File: config.mk
export PLATFORM = sky130hd
export DESIGN_NAME = branch_predictor
export DESIGN_NICKNAME = d
export VERILOG_FILES = /design/src/rtl/rv32i_types.sv /design/src/rtl/bp_pht.sv /design/src/rtl/branch_predictor.sv
export SDC_FILE = /design/constraint.sdc
export NUM_CORES = 1
export LEC_CHECK = 0
export CAP_MARGIN = 20
export CORE_MARGIN = 2
export CORE_UTILIZATION = 62
export DETAILED_ROUTE_END_ITERATION = 8
export PLACE_DENSITY = 0.89
export SKIP_LAST_GASP = 1
export SYNTH_ARGS = -nofsm -noshare
export SYNTH_HDL_FRONTEND = slang
export SYNTH_SLANG_ARGS = --single-unit
File: constraint.sdc
create_clock -name clk -period 4.6 [get_ports clk]
set_clock_uncertainty 0.05 [all_clocks]
set_input_delay 0.92 -clock clk [delete_from_list [all_inputs] [get_ports clk]]
set_output_delay 0.92 -clock clk [all_outputs]
set_load 0.005 [all_outputs]
File: src/rtl/rv32i_types.sv
// Shared core types. Holds the branch-predictor counter encoding and the
// saturating-counter step used when training the pattern history table.
package rv32i_types;

    // 2-bit direction counter; bit 1 is the predicted direction.
    typedef enum logic [1:0] {
        SNT = 2'b00,
        WNT = 2'b01,
        WT  = 2'b10,
        ST  = 2'b11
    } bp_ctr_t;

    localparam bp_ctr_t BP_CTR_RESET = WNT;

    // One saturating step toward the resolved direction.
    function automatic bp_ctr_t bp_ctr_next(input bp_ctr_t c, input logic taken);
        bp_ctr_t n;
        n = c;
        case (c)
            SNT:     n = taken ? WNT : SNT;
            WNT:     n = taken ? WT  : SNT;
            WT:      n = taken ? ST  : WNT;
            ST:      n = taken ? ST  : WT;
            default: n = c;
        endcase
        return n;
    endfunction

endpackage

File: src/rtl/bp_pht.sv
// Pattern history table: 2^IDX_BITS two-bit saturating counters.
// Ports:
//   clk, rst        clock, synchronous active-low reset (entries -> WNT)
//   rd_idx/rd_ctr   combinational read port
//   wr_en/wr_idx/wr_taken  saturating train port, applied on the rising edge
module bp_pht
    import rv32i_types::*;
#(
    parameter int IDX_BITS = 6
) (
    input  logic                clk,
    input  logic                rst,
    input  logic [IDX_BITS-1:0] rd_idx,
    output bp_ctr_t             rd_ctr,
    input  logic                wr_en,
    input  logic [IDX_BITS-1:0] wr_idx,
    input  logic                wr_taken
);

    localparam int ENTRIES = 2 ** IDX_BITS;

    bp_ctr_t pht_q [ENTRIES];

    // Read sees pre-edge contents; a same-cycle write is not bypassed.
    assign rd_ctr = pht_q[rd_idx];

    for (genvar i = 0; i < ENTRIES; i++) begin : g_ent
        always_ff @(posedge clk) begin
            if (!rst) begin
                pht_q[i] <= BP_CTR_RESET;
            end else if (wr_en && (wr_idx == IDX_BITS'(i))) begin
                pht_q[i] <= bp_ctr_next(pht_q[i], wr_taken);
            end
        end
    end

endmodule

File: src/rtl/branch_predictor.sv
// Gshare branch predictor. Fetch PC bits [IDX_BITS+1:2] XOR the global
// history select a 2-bit counter whose MSB is the guess. Execute returns the
// resolved outcome with the index used, which trains the counter, shifts the
// (non-speculative) history and updates hit/miss statistics.
// Ports:
//   clk, rst                  clock, synchronous active-low reset
//   pred_valid, pred_pc       fetch query
//   pred_taken, pred_idx      combinational prediction and index used
//   upd_valid, upd_idx,
//   upd_taken, upd_pred       resolved branch from execute
//   mispredict                combinational, same cycle as upd_valid
//   br_count, miss_count      saturating registered statistics
module branch_predictor
    import rv32i_types::*;
#(
    parameter int IDX_BITS = 6,
    parameter int GHR_BITS = 6
) (
    input  logic                clk,
    input  logic                rst,
    input  logic                pred_valid,
    input  logic [31:0]         pred_pc,
    output logic                pred_taken,
    output logic [IDX_BITS-1:0] pred_idx,
    input  logic                upd_valid,
    input  logic [IDX_BITS-1:0] upd_idx,
    input  logic                upd_taken,
    input  logic                upd_pred,
    output logic                mispredict,
    output logic [31:0]         br_count,
    output logic [31:0]         miss_count
);

    logic [GHR_BITS-1:0] ghr_q, ghr_d;
    logic [31:0]         br_cnt_q, br_cnt_d;
    logic [31:0]         miss_cnt_q, miss_cnt_d;
    logic [GHR_BITS:0]   ghr_shift;
    bp_ctr_t             rd_ctr;

    // The prediction is produced whether or not fetch is querying; the
    // upper PC bits and byte offset never take part in the hash.
    logic unused_bits;
    assign unused_bits = ^{pred_valid, pred_pc[31:IDX_BITS+2], pred_pc[1:0]};

    assign pred_idx   = pred_pc[IDX_BITS+1:2] ^ IDX_BITS'(ghr_q);
    assign pred_taken = rd_ctr[1];
    assign mispredict = upd_valid & (upd_taken != upd_pred);

    bp_pht #(.IDX_BITS(IDX_BITS)) u_pht (
        .clk      (clk),
        .rst      (rst),
        .rd_idx   (pred_idx),
        .rd_ctr   (rd_ctr),
        .wr_en    (upd_valid),
        .wr_idx   (upd_idx),
        .wr_taken (upd_taken)
    );

    // Shift through a one-bit-wider vector so GHR_BITS=1 needs no special case.
    assign ghr_shift = {ghr_q, upd_taken};

    always_comb begin
        ghr_d      = ghr_q;
        br_cnt_d   = br_cnt_q;
        miss_cnt_d = miss_cnt_q;
        if (upd_valid) begin
            ghr_d = ghr_shift[GHR_BITS-1:0];
            if (br_cnt_q != '1) br_cnt_d = br_cnt_q + 32'd1;
            if (mispredict && (miss_cnt_q != '1)) miss_cnt_d = miss_cnt_q + 32'd1;
        end
    end

    always_ff @(posedge clk) begin
        if (!rst) begin
            ghr_q      <= '0;
            br_cnt_q   <= '0;
            miss_cnt_q <= '0;
        end else begin
            ghr_q      <= ghr_d;
            br_cnt_q   <= br_cnt_d;
            miss_cnt_q <= miss_cnt_d;
        end
    end

    assign br_count   = br_cnt_q;
    assign miss_count = miss_cnt_q;

endmodule

Word level (Yosys, flattened, before mapping)
Memories as Yosys holds them, arrays and structs flattened.
Cells that the tools add are included.

word-level totals
  register bits after elaboration = 70
  bits in latches = 0
  memory bits (writable) = 128
  ROM bits = 0
  output and inout bits = 72
  memories = 1

memories
  name         words  width  rd ports  clocked after Yosys merged registers in  wr ports  line          RTL
  u_pht.pht_q  64     2      65        0                                        64        bp_pht.sv:22  bp_ctr_t pht_q [ENTRIES];

cells by class
  $add $sub $neg = 2
  multipliers = 0
  divide/modulo/power cells = 0
  $lt $le $gt $ge = 0
  equality and inequality tests = 258
  shift-type cells = 0
  mux-type cells = 453
  bitwise gates (word level) = 66
  reduce and logical (&&, ||, !) cells = 132

operators by type and width
  operator                                       count
  one-hot mux 2 bit (4 select lines)             64
  2-to-1 mux 2 bit                               194
  == test 2 bit, second input constant           128
  2-to-1 mux 1 bit                               195
  == test 6 bit, second input constant           32
  == test 2 x 1 -> 1 bit, second input constant  64
  logical NOT 2 bit                              64
  == test 6 x 5 -> 1 bit, second input constant  16
  logical AND 1 bit                              65
  adder 32 x 1 -> 32 bit, second input constant  2
  inequality test 32 bit, second input constant  2
  OR 1 bit                                       64
  == test 6 x 4 -> 1 bit, second input constant  8
  == test 6 x 3 -> 1 bit, second input constant  4
  == test 6 x 2 -> 1 bit, second input constant  2
  == test 6 x 1 -> 1 bit, second input constant  1
  logical NOT 6 bit                              1
  XOR 6 bit                                      1
  AND reduction 2 bit                            2
  bitwise AND 1 bit                              1
  inequality test 1 bit                          1

Logic depth before layout (Yosys ltp)
Gate-level depths: netlist (run 1).

  depth after elaboration = 6
  mapped depth = 8
  depth with buffers taken out = 7

Modules after synthesis
From an unflattened synthesis (run 1), not the netlist that was laid out.

second synthesis, totals
  cell total of the unflattened synthesis = 1165
  area, all modules = 11513.5 sq um

modules (own cells, without submodules)
  module            instances  cells an instance  area an instance (sq um)  seq. area each (sq um)
  bp_pht            1          739                7887.6                    3843.7
  branch_predictor  1          426                3626.0                    1401.3

Worst setup path after synthesis (run 1)
No wires, ideal clock.

  path kind = input -> output
  from = input port pred_pc[2]
  to = output port pred_taken
  arrival time = 2.555 ns
  required time = 3.630 ns
  setup slack = 1.075 ns
  stages on the path = 6
  path through = xor2_1 > mux4_1 > a221o_1 > o21ai_0 > a22oi_1 > and3_1

on the way
  longest elaborated chain between the ends = 2

ends and longest elaborated chain
  item                      line                    RTL
  from (decl)               branch_predictor.sv:22  input logic [31:0] pred_pc,
  XOR 6 bit                 branch_predictor.sv:45  assign pred_idx = pred_pc[IDX_BITS+1:2] ^ IDX_BITS'(ghr_q);
  memory read (64 x 2 bit)  -
  to (decl)                 branch_predictor.sv:23  output logic pred_taken,

Every way passes these cells.

Worst setup path in the final report (run 1)
  from = input port pred_pc[3]
  to = output port pred_taken

The elaborated chain is that of the path after synthesis.

==> results of run 1 <==
-- metrics by stage --
step / hold slack [ns] / cells
2_1_floorplan: 0.431 / 1110
3_3_place_gp: 0.446 / 1368
3_5_place_dp: 0.457 / 1368
4_1_cts: 0.471 / 1402
5_1_grt: 0.508 / 1404
6_report: 0.472 / 1404
-- worst min-delay path: stages (launching register included) --
cell,delay [ns]
dfxtp_1,0.35
nand2_1,0.07
a21oi_1,0.05
-- final cells by class --
| class | count | area (sq um) | share of cell area, % |
|---|---|---|---|
| Sequential cell | 198 | 5250 | 42.0 |
| Tap cell | 225 | 282 | 2.25 |
| Clock buffer | 17 | 425 | 3.41 |
| Multi-Input combinational cell | 764 | 5030 | 40.3 |
| Timing Repair Buffer | 109 | 1050 | 8.41 |
| Inverter | 76 | 285 | 2.28 |
| Clock inverter | 15 | 169 | 1.35 |
-- layout by cell type (no fill, tap or decap), types with 33 or more instances in the layout --
cell type	instances
a211oi_1	68
nand3_1	35
nor2_1	74
nand2_1	99
xnor2_1	33
or3_1	73
clkdlybuf4s50_1	85
dfxtp_1	70
o21ai_0	137
inv_1	73
maj3_1	64
edfxtp_1	128
-- kinds of logic (layout without fill, tap and decap cells) --
| logic type | count (synthesis) | after routing |
|---|---|---|
| AOI/OAI and AO/OA | 233 | 233 |
| DFF | 198 | 198 |
| adders and majority gates | 66 | 66 |
| and+or+nand+nor | 375 | 375 |
| muxes | 32 | 32 |
| buffers and inverters | 148 | 217 |
| xor gates and xnor gates | 58 | 58 |
-- path summary, 6_finish.rpt --
path / slack (ns) / startpoint / depth (start not counted) / endpoint
hold / removal: 0.47 / br_count[1] / 2 / br_count[1]
setup / recovery: 0.14 / pred_pc[3] / 10 / pred_taken
setup reg to reg: 1.90 / br_count[0] / 7 / br_count[24]
hold reg to reg: 0.47 / br_count[1] / 2 / br_count[1]
-- registers in the layout (all words and copies together) (netlist names) --
signal	count
br_count	32
u_pht.pht_q	128
miss_count	32
ghr_q	6
-- metal layers --
metal | part of all wire [%] | global-route usage, % | vias up
met4 | 2.8 | 11.7 | 2
met1 | 42 | 39.5 | 4266
met2 | 45 | 45.7 | 434
met3 | 9.9 | 7.90 | 69
met5 | 0.049 | 0 | -
li1 | - | - | 4170
-- power by group through the flow --
stage	logic (mW)	clock network (mW)	registers, mW
detailed placement	0.285	0	1.99
global placement	0.273	0	1.99
floorplan	0.192	0	1.97
global route	0.322	1.60	1.95
CTS	0.290	1.53	1.95
finish	0.299	1.53	1.95
-- repair_timing --
item | in CTS | in global routing
buffers inserted | 2 | 1
gates resized for setup | 0 | 3
pin swaps | 0 | 1
setup endpoints to repair | 1 | 1
==> metrics.txt, run 1 <==
outcome complete, no violations; vias per cell 6.37; dpl hpwl between 15000 and 20000 um; Pint 2.85 mW; Worst Tran Pin Value 0.839 ns; RSZ-0062 raised after global routing false; Tcrit/Tclk final 96.9%; # fillers roughly 1200; die area 18600 sq um; gr usage total between 20 and 30%; GP Congestion around 0.94; # clock sinks roughly 200; setup TNS 0 ns; maximum vdd drop ~280 uV; pin count of the biggest net entering global routing 70; Die Y around 140 um; WL final between 20000 and 30000 um; WP buf/inv 4; part of the Yosys area used for sequential elements 48.4%; slack of the critical path around 0.14 ns; std cell rows 48; pre-CTS setup slack -0.0221 ns; Post-synth EDFFs 128; fin util between 70% and 80%; initial antenna violation count 1; Max clock buf depth 2; Post-Place Cell Area 11800 sq um; PortBufs 88; # setup viols final 0; Max-Cap Viols 0; crit end category output port; CP delay by family, top buffers and inverters; Async S/R FF share, synth 0%; post-synthesis mux area share 4.29%; Top cell by count, worst path clkdlybuf4s50_1; fin area between 10000 and 15000 sq um; DRT Pass-1 Iters 5; Final ANT Viol Nets 0; syn avg cell area ~9.8 sq um; clock share of power 40.5%; most used flip-flop cell after synthesis edfxtp_1; Post-Synth Adder-Cell Area about 6.1%; HP Class reg -> reg; worst path cell trace clkdlybuf4s50_1, xnor2_1, buf_4, inv_2, mux4_1, a221o_1, o21ai_0, a22oi_1, and3_1, clkdlybuf4s50_1; leading post-synthesis cells by cell area edfxtp_1 (35%), dfxtp_1 (13%), o21ai_0 (6.3%), maj3_1 (5.9%), a211oi_1 (4.7%); logic gate share of total power between 7 and 8%; post-synth cell types slightly below 60; #FFs+latches synth approximately 200; H-tree lvl count 4; Synth Area in Simple Gates between 15 and 20%; TritonCTS clock tree yes; routed len/inst around 19 um; I/O pin total 116; WS Path Type in -> out; final hold vios 0; Flop pwr share between 50 and 60%; Initial Util a little over three fifths; Synth Instances about 1100; most frequent cell after synthesis o21ai_0; area grow syn2layout 15.2%; total power roughly 3.8 mW; xor and xnor area share after synthesis under 10%; share of layout cells above drive strength 1 roughly 7.2%; Crit-path slowest cell clkdlybuf4s50_1; CTS hold repair buffers 0; post-synth top area share 35.5%; fin. max-slew vios 0; initial DRC count approximately 780; CP peak stage delay roughly 0.46 ns; syn nets between 1000 and 1500; Synth Area in Compound Gates between 10% and 20%; clock latency on the worst-skew pair around 0.45 ns; cell taking the most area after synthesis edfxtp_1; Switching Share 24.6%; Synth warnings 0; Post-Syn Area ~11000 sq um; LEAKAGE ~4.4 nW; number of global-route vias before repair about 8500; DRC errors left 0; most frequent cells after synthesis o21ai_0 (137), edfxtp_1 (128), nand2_1 (99); CTS Root Cell clkbuf_16; core area between 15000 and 20000 sq um; power density over cell area 303 nW/um^2; Worst Path Required 3.63 ns; CP Max Fanout 10; grt ovf 0; Arrival @ worst endpoint roughly 3.5 ns; Nets between 1000 and 1500; CP Launch Type input port; fin crit period ~4.5 ns; f_max ~220 MHz; largest family of logic cells by synthesized area simple AND/OR/NAND/NOR gates; vias slightly below 9000; CTS clk-pin slew, worst paths 0.07 ns; first-pass GRT wire length 42900 um; NetSw just over 900 uW; chip width 136 um; relative slew slack a little over two fifths; number of diodes 0; CTS buffer count 17
No activity file was read; power rests on OpenSTA's default activity.
==> run 2: changes to the inputs <==
Settings changed: CORE_UTILIZATION 62 to 68, DONT_BUFFER_PORTS set to 1, PLACE_DENSITY 0.89 to 0.87.
==> metrics.txt, run 2 (synthesis gave the netlist of run 1 again) <==
outcome complete, no violations; I/O pin total approximately 120; M3 GR Usage about 8.2%; fin. max-slew vios 0; Final ANT Viol Nets 0; Die Y 130 um; clock latency on the worst-skew pair around 0.45 ns; initial DRC count roughly 910; min-delay src br_count[1]; f_max between 200 and 300 MHz; commonest non-fill, non-tap cells in the layout o21ai_0 (137), edfxtp_1 (128), nand2_1 (99), nor2_1 (74); relative slew slack 43.5%; GP Congestion about 0.91; CP Launch Type flop; RSZ-0062 raised after global routing false; number of global-route vias before repair 8206; first-pass GRT wire length slightly above 40000 um; fin area between 10000 and 15000 sq um; Worst Tran Pin Value 0.845 ns; global routing's busiest layer met2; CP Max Fanout 10; maximum vdd drop 258 uV; worst hold slack between 0.4 and 0.5 ns; setup TNS 0 ns; LEAKAGE 4.01 nW; # fillers 1103; WS Path Type reg -> out; DRC errors left 0; grt met1 use 41.3%; commonest non-fill, non-tap cell in the layout o21ai_0; CTS hold repair buffers 0; vias 8488; core area 15700 sq um; final hold vios 0; Tcrit/Tclk final ~84%; share of layout cells above drive strength 1 6.75%; Post-CTS Setup Bufs 0; chip width between 100 and 150 um; die area about 17000 sq um; TritonCTS clock tree yes; Worst Path Required approximately 3.6 ns; area grow syn2layout 6.19%; Arrival @ worst endpoint approximately 2.9 ns; crit end category output port; std cell rows 46; Nets 1114; routed len/inst approximately 19 um; R2R cell count 7; HP Class reg -> reg; Max clock buf depth 2; Post-Place Cell Area between 10000 and 15000 sq um; # setup viols final 0; Reg2Reg Launch Point br_count[0]; grt ovf 0; vias per cell about 6.5; CTS clk-pin slew, worst paths roughly 0.070 ns; routing usage on met2 48.5%; fin crit period 3.85 ns; DRT Pass-1 Iters 6; dpl hpwl around 17000 um; WL final 25000 um; Initial Util 69.0%; max reg flops approximately 130; flop-to-flop setup slack about 1.9 ns; # clock sinks 198; worst hold path depth 2; Max-Cap Viols 0; CTS buffer count 17; Reg-to-Reg End br_count[24]; Worst Hold End br_count[1]; power density over cell area between 300 and 400 nW/um^2; pin count of the biggest net entering global routing 131; number of diodes 0; PortBufs 0; H-tree lvl count 4; largest reg by FF count u_pht.pht_q; initial antenna violation count 0; gr usage total between 30% and 40%; CTS Root Cell clkbuf_16; # resized after CTS 0
-- run 2: power breakdown --
| group | total (mW) | switching [mW] | internal [mW] |
|---|---|---|---|
| clock | 1.52 | 0.707 | 0.812 |
| combinational | 0.223 | 0.139 | 0.0841 |
| sequential | 1.95 | 0.0339 | 1.91 |
| total | 3.69 | 0.880 | 2.81 |
-- run 2: per-layer routing --
metal / share of wire [%] / wire length [um] / vias to the layer above
met2: 47 / 11700 / 381
met5: 0 / 0 / -
met3: 9.6 / 2400 / 46
met1: 42 / 10400 / 4078
li1: - / - / 3983
met4: 2.0 / 493 / 0
-- run 2: metrics by stage --
step           util, %  setup slack, ns  cells  power [mW]
6_report          73.3            0.748   1297        3.69
5_1_grt           73.3            0.565   1297        3.79
4_1_cts           73.2            0.765   1296        3.70
3_5_place_dp      69.4            0.822   1264        2.21
3_3_place_gp      69.4            0.829   1264        2.19
2_1_floorplan        -             1.08   1110        2.16
-- run 2: worst max-delay path by stage --
stage	from	endpoint	slack, ns	depth (start not counted)
floorplan	pred_pc[2]	pred_taken	1.08	6
global placement	pred_pc[2]	pred_taken	0.83	6
detailed placement	pred_pc[2]	pred_taken	0.82	6
CTS	ghr_q[0]	pred_taken	0.77	6
global route	ghr_q[0]	pred_taken	0.56	7
finish	ghr_q[0]	pred_taken	0.75	6
-- run 2: critical path: stages, from the launching register on --
cell and delay (ns):
dfxtp_1 0.47, xor2_4 0.52, buf_4 0.27, mux4_1 0.57, a211oi_1 0.25, o211ai_1 0.12, and3_1 0.23
-- run 2: cell type report --
type	instances	area (sq um)	share of cell area, %
Sequential cell	198	5250	45.6
Inverter	76	285	2.48
Tap cell	216	270	2.35
Clock buffer	19	464	4.03
Clock inverter	13	134	1.16
Multi-Input combinational cell	764	5030	43.7
Timing Repair Buffer	11	82.6	0.717
==> RTL change 1: new RTL, flow settings as in run 2 <==
`IDX_BITS` is set to 6 in 2 places; all go to 5.
--- a/src/rtl/bp_pht.sv
+++ b/src/rtl/bp_pht.sv
@@ -8,3 +8,3 @@
 #(
-    parameter int IDX_BITS = 6
+    parameter int IDX_BITS = 5
 ) (
--- a/src/rtl/branch_predictor.sv
+++ b/src/rtl/branch_predictor.sv
@@ -15,3 +15,3 @@
 #(
-    parameter int IDX_BITS = 6,
+    parameter int IDX_BITS = 5,
     parameter int GHR_BITS = 6
Interface: changed (resized pred_idx and upd_idx); port bits go from 116 to 114. The function was not compared with the original's and may differ.
==> RTL change 1 against run 2 <==
Combinational power decreased by 38%. Sequential cell count decreased by 65. Area after synthesis decreased by 34%. Worst setup slack improved by 0.0031 ns. Critical endpoint unchanged. Die area decreased by 33%. Critical path depth unchanged. Total power decreased by 28%. Synthesized cell count decreased by 31%. Routed wire length decreased by 26%. Cell area decreased by 33%.
==> RTL change 1: results (changes against run 2) <==
* Status: complete, no violations (unchanged)
* Seq cells at 133 (was 198)
* R2r startpoint: br_count[24] (was br_count[0])
* Sw Ratio at 22.3% (was 23.9%)
* DR vias at 6247 (was 8488)
* Hold Crit Start: miss_count[18] (was br_count[1])
* Sequential share of cell area at 42.7% (was 45.6%)
* R2r setup slk at 2.05 ns (was 1.87 ns)
* Met1 GRT Util at 40.7% (was 41.3%)
* Synth Area in Compound Gates at 17.5% (was 13.0%)
* Final Cell Area at 7740 um2 (was 11500 um2)
* Met1 WL at 6900 um (was 10400 um)
* Final worst-path cycle share at 83.7% (about the same)
* Bufs w/o clock at 5 (was 11)
* Post-synthesis average cell area at 9.30 um2 (was 9.76 um2)
* Mux contribution to synthesized area at 4.05% (was 4.29%)
* Dpl cells at 864 (was 1264)
* GR met2 Demand/Resource at 54.5% (was 48.5%)
* Post-synthesis adder-cell area fraction at 4.81% (was 6.14%)
* Post-Synth XOR/XNOR Area at 1.47% (was 4.69%)
* Synth Flop Type: dfxtp_1 (was edfxtp_1)
* DR iter-0 viols at 542 (was 913)
* Drt first pass iters at 5 (was 6)
* RR Endpoint: br_count[7] (was br_count[24])
* Skew-Pair Late Insertion Delay at 0.54 ns (was 0.45 ns)
* Leakage at 2.58 nW (was 4.01 nW)
* Dpl cell area at 7180 um2 (was 10900 um2)
* Clock buf count at 27 (was 19)
* Non-filler cells in the finished layout at 898 (was 1297)
* Final Util at 75.3% (was 73.3%)
* Routed len/inst at 20.5 um (was 19.3 um)
* Netlist cell types at 50 (was 58)
* Worst VDD drop at 0.000283 V (was 0.000258 V)
* Main area contributors after synthesis: edfxtp_1 27%, dfxtp_1 19%, o21ai_0 6.1% (was edfxtp_1 35%, dfxtp_1 13%, o21ai_0 6.3%)
* Min Hold Slack at 0.456 ns (was 0.487 ns)
* Grt met3 use at 11.2% (was 8.24%)
* Area of the multi-input gates at 3510 um2 (was 5030 um2)
* Nets at 794 (was 1114)
* Pin count of the biggest net entering global routing at 68 (was 131)
* GRT Util Overall at 33.8% (was 30.8%)
* Non-clock buffering overhead at 0.614% (was 0.717%)
* Post-detail-place hpwl at 12200 um (was 16600 um)
==> RTL change 1: cell count changes after synthesis, moves of 31 or more <==
cell	before	now
edfxtp_1	128	64
nor2_1	74	22
o21ai_0	137	88
a21oi_1	11	52
a211oi_1	68	32
maj3_1	64	32
nand2_1	99	68
==> RTL change 1: power groups by stage <==
stage / Sequential, mW / Clock [mW] / Combinational [mW]
2_1_floorplan: 1.29 / 0 / 0.114
3_3_place_gp: 1.30 / 0 / 0.124
3_5_place_dp: 1.30 / 0 / 0.131
4_1_cts: 1.28 / 1.25 / 0.133
5_1_grt: 1.28 / 1.31 / 0.150
6_report: 1.28 / 1.24 / 0.138
==> RTL change 1: worst max-delay path: stages, from the launching register on <==
cell and delay [ns]:
dfxtp_1 0.37, xor2_1 0.56, buf_4 0.29, mux4_2 0.32
mux2i_1 0.15, nor3_1 0.07, or4_1 0.58
==> RTL change 2: new RTL, config.mk and constraints of run 2 <==
Made on the original files. Reset style: asynchronous (`rst`), changed in 2 clocked blocks. Comments in the files are not updated.
--- a/src/rtl/bp_pht.sv
+++ b/src/rtl/bp_pht.sv
@@ -27,3 +27,3 @@
     for (genvar i = 0; i < ENTRIES; i++) begin : g_ent
-        always_ff @(posedge clk) begin
+        always_ff @(posedge clk or negedge rst) begin
             if (!rst) begin
--- a/src/rtl/branch_predictor.sv
+++ b/src/rtl/branch_predictor.sv
@@ -72,3 +72,3 @@
 
-    always_ff @(posedge clk) begin
+    always_ff @(posedge clk or negedge rst) begin
         if (!rst) begin
Check against the original RTL: not equivalent (Yosys sat finds a counterexample within 4 cycles, from zero or initial values and one cycle with rst low; the reset may be asserted at any time).
==> RTL change 2 against run 2 <==
Count of clock-buffer cells in the layout fell by 2. Sequential cell count stayed put. Cell area decreased by 2.7%. Worst setup slack got worse by 0.0029 ns. Routed wire length is 0.14% higher. Register-to-register slack improved by 0.28 ns. Area after synthesis decreased by 3.7%. Cell count rose by 2.0%. Critical path type unchanged.
Power is not compared: it rests on default switching activity, and its combinational part moved more than twofold at a synthesized area within 25%.
==> RTL change 2: results (changes against run 2) <==
* Status: complete, no violations (unchanged)
* ANT cells at 0 (unchanged)
* Crit-path max FO at 19 (was 10)
* Dpl ws at 0.810 ns (was 0.822 ns)
* Critical Path AT at 2.89 ns (was 2.88 ns)
* Pin count of the biggest net entering global routing at 199 (was 131)
* Fraction of registers with async set or reset after synthesis at 100% (was 0%)
* Gpl congestion at 0.870 (was 0.911)
* Most flop-heavy register: u_pht.pht_q (unchanged)
* Port bufs at 0 (unchanged)
* Initial antenna violation count at 0 (unchanged)
* Nets at 1168 (was 1114)
* R2r startpoint: miss_count[0] (was br_count[0])
* Met3 wire length at 2290 um (was 2400 um)
* Layout cells sized above 1 at 12.5% (was 6.75%)
* Vias in the first global route at 8364 (was 8206)
* HP Class: input pin to asynchronous set/reset pin (was flop to flop)
* First-pass GRT wire length at 41300 um (was 40900 um)
* Post-detail-place hpwl at 16600 um (about the same)
* Synth Flop Type: dfrtp_1 (was edfxtp_1)
* Dpl cell area at 10600 um2 (was 10900 um2)
* H-tree Lvls at 4 (unchanged)
* Root buffer cell: clkbuf_16 (unchanged)
* Register area share after synthesis at 48.2% (was 48.4%)
* R2r setup slk at 2.15 ns (was 1.87 ns)
* Crit-path slowest cell: dfrtp_1 (was mux4_1)
* Main area contributors after synthesis: dfrtp_1 32%, dfstp_2 16%, o21ai_0 7.4% (was edfxtp_1 35%, dfxtp_1 13%, o21ai_0 6.3%)
* CP peak stage delay at 0.47 ns (was 0.57 ns)
* RR Endpoint: miss_count[21] (was br_count[24])
* Synth cell count leaders: 155 x o21ai_0, 134 x dfrtp_1, 131 x nand2_1 (was 137 x o21ai_0, 128 x edfxtp_1, 99 x nand2_1)
* Cell area after synthesis at 10400 um2 (was 10800 um2)
* DR iter-0 viols at 927 (was 913)
* Drt first pass iters at 5 (was 6)
* GRT Util Overall at 31.7% (was 30.8%)
* Met1 WL at 10200 um (was 10400 um)
* Post-layout minimum cycle time at 3.86 ns (was 3.85 ns)
* Worst Tran Pin Value at 0.987 ns (was 0.845 ns)
* R2R depth at 6 (was 7)
* Post-Route WL at 25100 um (was 25000 um)
* Fillers at 1046 (was 1103)
* DR vias/cell at 6.72 (was 6.54)
* Netlist cell types at 57 (was 58)
* TritonCTS buffer count at 17 (unchanged)
* Met2 WL post-DR at 11700 um (about the same)
* Routed Antenna Nets at 0 (unchanged)
* Maximum buffer depth of the clock tree at 2 (unchanged)
[RTL change 2: logic make-up (layout without fill, tap and decap cells)]
group,after synthesis,in the layout,synth area share [%]
muxes,31,31,4.46
buffers and inverters,49,51,2.11
DFF,198,198,48.2
AOI/OAI and AO/OA,372,372,20.3
and+or+nand+nor,414,414,18.9
adders and majority gates,2,2,0.240
xor gates and xnor gates,67,67,5.80
[RTL change 2: worst max path at each step]
stage                 end  startpoint
2_1_floorplan  pred_taken  pred_pc[2]
3_3_place_gp   pred_taken  pred_pc[2]
3_5_place_dp   pred_taken  pred_pc[2]
4_1_cts        pred_taken    ghr_q[0]
5_1_grt        pred_taken    ghr_q[0]
6_report       pred_taken    ghr_q[0]
[RTL change 2: layout make-up]
| cell class | count | share of cell area [%] |
|---|---|---|
| Clock buffer | 17 | 3.80 |
| Clock inverter | 15 | 1.67 |
| Inverter | 12 | 0.436 |
| Multi-Input combinational cell | 886 | 46.6 |
| Sequential cell | 198 | 45.0 |
| Tap cell | 188 | 2.10 |
| Timing Repair Buffer | 7 | 0.469 |
[RTL change 2: stage by stage]
step           hold WS (ns)  power (mW)  util (%)  instances
2_1_floorplan         0.427        2.40         -       1133
3_3_place_gp          0.448        2.49      70.1       1291
5_1_grt              0.0992        4.22      74.2       1323
4_1_cts               0.109        4.07      74.2       1323
6_report              0.120        4.07      74.2       1323
3_5_place_dp          0.453        2.53      70.1       1291
[RTL change 2: report_power, final]
group          leakage (nW)  internal, mW  total, mW  switching (mW)
clock network         0.293         0.825       1.55           0.728
logic                  1.61         0.188      0.451           0.263
registers              2.19          1.89       2.06           0.167
[RTL change 2: routing by layer]
layer  global-route usage, %  vias to the layer above
met5                       0                        -
met4                    12.9                        0
met3                    7.68                       76
met2                    50.1                      402
met1                    42.5                     4302
li1                        -                     4112
[RTL change 2: critical path, delay by kind of cell (launching register included)]
family	cells	cell delay, ns
AOI/OAI and AO/OA	3	0.68
xor gates and xnor gates	1	0.31
buffers and inverters	1	0.37
DFF	1	0.47
muxes	1	0.38
and+or+nand+nor	1	0.22
